[src/rtl/neuron_mac_accumulator_if.sv]
// neuron_mac_accumulator_if: beat input and result output handshakes of the MAC stage.
interface neuron_mac_accumulator_if #(parameter int DATA_W = 16);
   logic              in_valid;
   logic              in_ready;
   logic [DATA_W-1:0] in_data;
   logic [DATA_W-1:0] in_weight;
   logic              in_last;
   logic [DATA_W-1:0] bias;
   logic              out_valid;
   logic              out_ready;
   logic [DATA_W-1:0] out_data;
   logic              out_sat;
   logic              len_err;
   modport master (
      output in_valid, in_data, in_weight, in_last, bias, out_ready,
      input  in_ready, out_valid, out_data, out_sat, len_err
   );
   modport slave (
      input  in_valid, in_data, in_weight, in_last, bias, out_ready,
      output in_ready, out_valid, out_data, out_sat, len_err
   );
endinterface

[src/rtl/neuron_mac_accumulator.sv]
// neuron_mac_accumulator: VEC_LEN-beat dot product plus bias, rescaled and saturated to Q4.12.
// Defining NEURON_MAC_ROUND_EN rounds half up instead of truncating on the rescale.
module neuron_mac_accumulator #(
   parameter int DATA_W  = 16,
   parameter int FRAC_W  = 12,
   parameter int VEC_LEN = 8,
   parameter int ACC_W   = 40
) (
   input logic                    clk,
   input logic                    rst_n,
   neuron_mac_accumulator_if.slave bus
);
   localparam int CNT_W = $clog2(VEC_LEN);
   localparam logic [CNT_W-1:0] LAST = CNT_W'(VEC_LEN - 1);
   localparam logic signed [ACC_W-1:0] SMAX = {{(ACC_W-DATA_W+1){1'b0}}, {(DATA_W-1){1'b1}}};
   localparam logic signed [ACC_W-1:0] SMIN = ~SMAX;
`ifdef NEURON_MAC_ROUND_EN
   localparam logic signed [ACC_W-1:0] RND = ACC_W'(1) << (FRAC_W - 1);
`else
   localparam logic signed [ACC_W-1:0] RND = '0;
`endif
   typedef enum logic [1:0] {ACCUM, FINAL, OUT} state_t;
   state_t                    state, state_nx;
   logic signed [2*DATA_W-1:0] mul;
   logic signed [ACC_W-1:0]   acc, prod, s, r;
   logic [CNT_W-1:0]          cnt;
   logic [DATA_W-1:0]         bias_q;
   logic                      err_q, take, at_last, hi, lo;
   assign mul     = $signed(bus.in_data) * $signed(bus.in_weight);
   assign prod    = {{(ACC_W-2*DATA_W){mul[2*DATA_W-1]}}, mul};
   assign at_last = cnt == LAST;
   // Bias is aligned to the product's 2*FRAC_W binary point before the rescale.
   assign s       = acc + ({{(ACC_W-DATA_W){bias_q[DATA_W-1]}}, bias_q} << FRAC_W) + RND;
   assign r       = s >>> FRAC_W;
   assign hi      = r > SMAX;
   assign lo      = r < SMIN;
   always_comb begin
      bus.in_ready = rst_n && state == ACCUM;
      take         = bus.in_valid && bus.in_ready;
      state_nx     = state == ACCUM ? (take && at_last ? FINAL : ACCUM) :
                     state == FINAL ? OUT : (bus.out_ready ? ACCUM : OUT);
   end
   always_ff @(posedge clk) begin
      if (!rst_n) begin
         state         <= ACCUM;
         acc           <= '0;
         cnt           <= '0;
         bias_q        <= '0;
         err_q         <= 1'b0;
         bus.out_valid <= 1'b0;
         bus.out_data  <= '0;
         bus.out_sat   <= 1'b0;
         bus.len_err   <= 1'b0;
      end else begin
         state <= state_nx;
         if (take) begin
            acc <= acc + prod;
            cnt <= at_last ? '0 : cnt + 1'b1;
            if (cnt == '0) bias_q <= bus.bias;
            if (bus.in_last != at_last) err_q <= 1'b1;
         end
         if (state == FINAL) begin
            bus.out_data  <= hi ? SMAX[DATA_W-1:0] : lo ? SMIN[DATA_W-1:0] : r[DATA_W-1:0];
            bus.out_sat   <= hi || lo;
            bus.len_err   <= err_q;
            bus.out_valid <= 1'b1;
         end
         if (state == OUT && bus.out_ready) begin
            bus.out_valid <= 1'b0;
            acc           <= '0;
            cnt           <= '0;
            err_q         <= 1'b0;
         end
      end
   end
endmodule

[src/flat_wrapper.sv]
// flat-port wrapper written by rule: the top's interface ports become plain ports
module neuron_mac_accumulator_flat 
#(
   parameter int DATA_W  = 16,
   parameter int FRAC_W  = 12,
   parameter int VEC_LEN = 8,
   parameter int ACC_W   = 40
)
  (clk, rst_n, bus_in_valid, bus_in_data, bus_in_weight, bus_in_last, bus_bias, bus_out_ready, bus_in_ready, bus_out_valid, bus_out_data, bus_out_sat, bus_len_err);
  neuron_mac_accumulator_if #(.DATA_W(DATA_W)) bus_i ();
  input logic clk;
  input logic rst_n;
  input wire logic [$bits(bus_i.in_valid)-1:0] bus_in_valid;
  input wire logic [$bits(bus_i.in_data)-1:0] bus_in_data;
  input wire logic [$bits(bus_i.in_weight)-1:0] bus_in_weight;
  input wire logic [$bits(bus_i.in_last)-1:0] bus_in_last;
  input wire logic [$bits(bus_i.bias)-1:0] bus_bias;
  input wire logic [$bits(bus_i.out_ready)-1:0] bus_out_ready;
  output wire logic [$bits(bus_i.in_ready)-1:0] bus_in_ready;
  output wire logic [$bits(bus_i.out_valid)-1:0] bus_out_valid;
  output wire logic [$bits(bus_i.out_data)-1:0] bus_out_data;
  output wire logic [$bits(bus_i.out_sat)-1:0] bus_out_sat;
  output wire logic [$bits(bus_i.len_err)-1:0] bus_len_err;
  assign bus_i.in_valid = bus_in_valid;
  assign bus_i.in_data = bus_in_data;
  assign bus_i.in_weight = bus_in_weight;
  assign bus_i.in_last = bus_in_last;
  assign bus_i.bias = bus_bias;
  assign bus_i.out_ready = bus_out_ready;
  assign bus_in_ready = bus_i.in_ready;
  assign bus_out_valid = bus_i.out_valid;
  assign bus_out_data = bus_i.out_data;
  assign bus_out_sat = bus_i.out_sat;
  assign bus_len_err = bus_i.len_err;
  neuron_mac_accumulator #(.DATA_W(DATA_W), .FRAC_W(FRAC_W), .VEC_LEN(VEC_LEN), .ACC_W(ACC_W)) u_core (.clk(clk), .rst_n(rst_n), .bus(bus_i));
endmodule
[config.mk]
export PLATFORM = sky130hd
export DESIGN_NAME = neuron_mac_accumulator_flat
export DESIGN_NICKNAME = d
export VERILOG_FILES = /design/src/rtl/neuron_mac_accumulator_if.sv /design/src/rtl/neuron_mac_accumulator.sv /design/src/flat_wrapper.sv
export SDC_FILE = /design/constraint.sdc
export NUM_CORES = 1
export LEC_CHECK = 0
export ABC_AREA = 1
export BUFFER_PORTS_ARGS = -buffer_cell sky130_fd_sc_hd__clkbuf_2
export CAP_MARGIN = 30
export CORE_ASPECT_RATIO = 0.8
export CORE_MARGIN = 4
export CORE_UTILIZATION = 42
export CTS_BUF_LIST = sky130_fd_sc_hd__clkbuf_4
export DETAILED_ROUTE_END_ITERATION = 10
export SLEW_MARGIN = 30
export SYNTH_ARGS = -nofsm -noshare
export SYNTH_HDL_FRONTEND = slang
export SYNTH_SLANG_ARGS = --single-unit
[constraint.sdc]
create_clock -name clk -period 8 [get_ports clk]
set_input_delay 0.8 -clock clk [delete_from_list [all_inputs] [get_ports clk]]
set_output_delay 0.8 -clock clk [all_outputs]
set_load 0.01 [all_outputs]
==> metrics.cfg <==
[timing]
slew_viol_final=0
fin_crit_sh_pct=85.4
final.setup.tns_ns=0
tightest_slew_ns=0.770
final-setup-viol-count=0
finalHoldViolCount=0
clock_skew_ns=0.0264
fmax_mhz=146
min_period_ns=6.83
rsz0062_at_grt=false
maxSlewHeadroom_pct=48.6

[routing]
ant_nets=0
via_count=14900
drcViolationCount=0
wl_per_cell_um=16.3
drt_wl_total_um=49400
detail_route.first_pass.iterations=6
drt_iter0_drc=1056
vias_per_cell=4.90

[synthesis]
yosysTopAreaCell=fa_1
syn_avg_cell_area_um2=7.42
synth-main-ff-cell=dfxtp_1
synthArstFlopShare_pct=0
synth_nets=2990
yosysWarnings=0
synth.yosys.seq_area_share_pct=8.88
synth_top_area_share_pct=36.3
synthTopCellsByArea=fa_1 36%, inv_1 14%, nand2_1 11%
synth_area_um2=18300
synthTopCellsByCount=696 x inv_1, 541 x nand2_1, 331 x fa_1, 166 x nor2_1, 145 x ha_1
synth_most_common_cell=inv_1
synthCells=2461
ys_ff_latch=81
synth-edff-count=0
ys_types=45

[place]
place.gp.congestion=0.942
dp_hpwl_um=42900
place_area_um2=19000
dp.cells=3017
io_buffers=72

[critical_path]
critPathMaxStageDelay_ns=0.78
path_depth=27
path_class=in2reg
r2r_cells=20
required_ns=8.45
crit_fanout=16
critPathBufInv=10
endpoint_kind=flop
crit_family=adder cells
crit_path_top_delay_cell=fa_1
crit_path_start_kind=primary input
path_common_cell=inv_1
arrival_ns=7.29

[cells_and_area]
fin_nets=2997
final_cells=3034
area_growth_pct=5.07
final_cell_area_um2=19200
layout-drive-gt1-share_pct=6.31
final_util_pct=44.6

[clock_network]
holdBufCountCts=0
clock_sinks=81
cts.clk_slew.worst_paths_ns=0.15
cts_root_buffer=clkbuf_4
cts_tree=done
htreeDepth=3
post_cts_buffers=0
numCtsBuffers=9
cts_resized=0
clockBufferDepth=2
clk_latency_ns=0.50

[hold_path]
hold_depth=2
hold_class=reg2reg

[grt]
grt_usage_pct=22.0
grt_pass1_vias=15300
grt_pass1_wl_um=82000
antenna_found_initial=1
grt_overflow=0
grt_start_max_net_pins=58

[floorplanning]
core_area_um2=43100
die_h_um=194
core.rowCount=68
dieWidth_um=241
die_area_um2=46900
initial_utilization_pct=42.4
io_pins=73

[outcome]
status=finished, final reports clean

[run]
cap_violations=0

area by class of cell:
class,count,area [um2]
tap,560,701
clock inverter,6,66.3
multi-input combinational,1591,13600
antenna,1,2.50
fill,4456,23900
clock buffer,10,75.1
sequential,81,1620
inverter,706,2650
timing repair buffer,79,413
kinds of logic (layout without fill, tap and decap cells):
group	count (synthesis)	in the layout	share of synthesized area [%]
AND/OR/NAND/NOR	825	825	18.7
buffers and inverters	789	801	16.3
adder cells (fa/ha/maj)	476	476	46.2
AO/OA/AOI/OAI	248	248	7.84
flip-flops	81	81	8.88
XOR/XNOR	42	42	2.02
other	0	1	0
worst paths after layout:
check | end | slack, ns | from
worst max-delay path | u_core.acc[38] | 1.17 | bus_in_weight[1]
worst min-delay path | u_core.acc[1] | 0.49 | u_core.acc[1]
worst max register to register | u_core.acc[34] | 2.71 | u_core.acc[8]
worst min register to register | u_core.acc[1] | 0.49 | u_core.acc[1]
registers in the layout, summed over array words and instances, names as in the netlist:
name / flops
u_core.acc: 40
u_core.bias_q: 16
u_core.bus.len_err: 1
u_core.bus.out_data: 16
u_core.bus.out_sat: 1
u_core.bus.out_valid: 1
u_core.cnt: 3
u_core.err_q: 1
u_core.state: 2
per-stage QoR:
step	setup WS (ns)	hold WS, ns
after global placement	0.780	0.460
after detailed placement	0.651	0.465
after floorplan	1.36	0.432
after CTS	1.22	0.486
after global routing	0.737	0.510
final	1.17	0.485
layer usage:
metal	track usage (%)	part of all wire (%)	up-vias	routed length, um
met4	3.00	1.1	0	553
met1	34.3	51	7312	25000
li1	-	-	7191	-
met3	2.70	5.1	33	2500
met5	0	0	-	0
met2	33.5	43	323	21300
cells in the final DEF (no fill, tap or decap), drive strengths merged:
| master | count |
|---|---|
| o31ai | 1 |
| a31oi | 6 |
| nand2 | 558 |
| xor2 | 15 |
| dfxtp | 81 |
| a21oi | 87 |
| inv | 706 |
| o21ai | 93 |
| a31o | 1 |
| fa | 331 |
| clkbuf | 82 |
| ha | 145 |
| nand3 | 47 |
| o2111ai | 1 |
| nand3b | 3 |
| o211ai | 10 |
| nor4 | 3 |
| nor3 | 9 |
| xnor2 | 27 |
| nand4 | 19 |
| buf | 7 |
| o21a | 17 |
| o21bai | 19 |
| a21boi | 2 |
| diode | 1 |
| a21o | 7 |
| o221ai | 1 |
| nor2 | 182 |
| and2 | 1 |
| bufinv | 1 |
| or2 | 3 |
| a211oi | 1 |
| o211a | 1 |
| clkinv | 5 |
| o221a | 1 |
worst min-delay path: stages (launching register included):
cell	delay, ns
dfxtp_1	0.34
nand2_1	0.06
a21oi_1	0.05
Power is not shown: default switching activity piles up to over one toggle a cycle in this logic, so the estimate is an artifact.
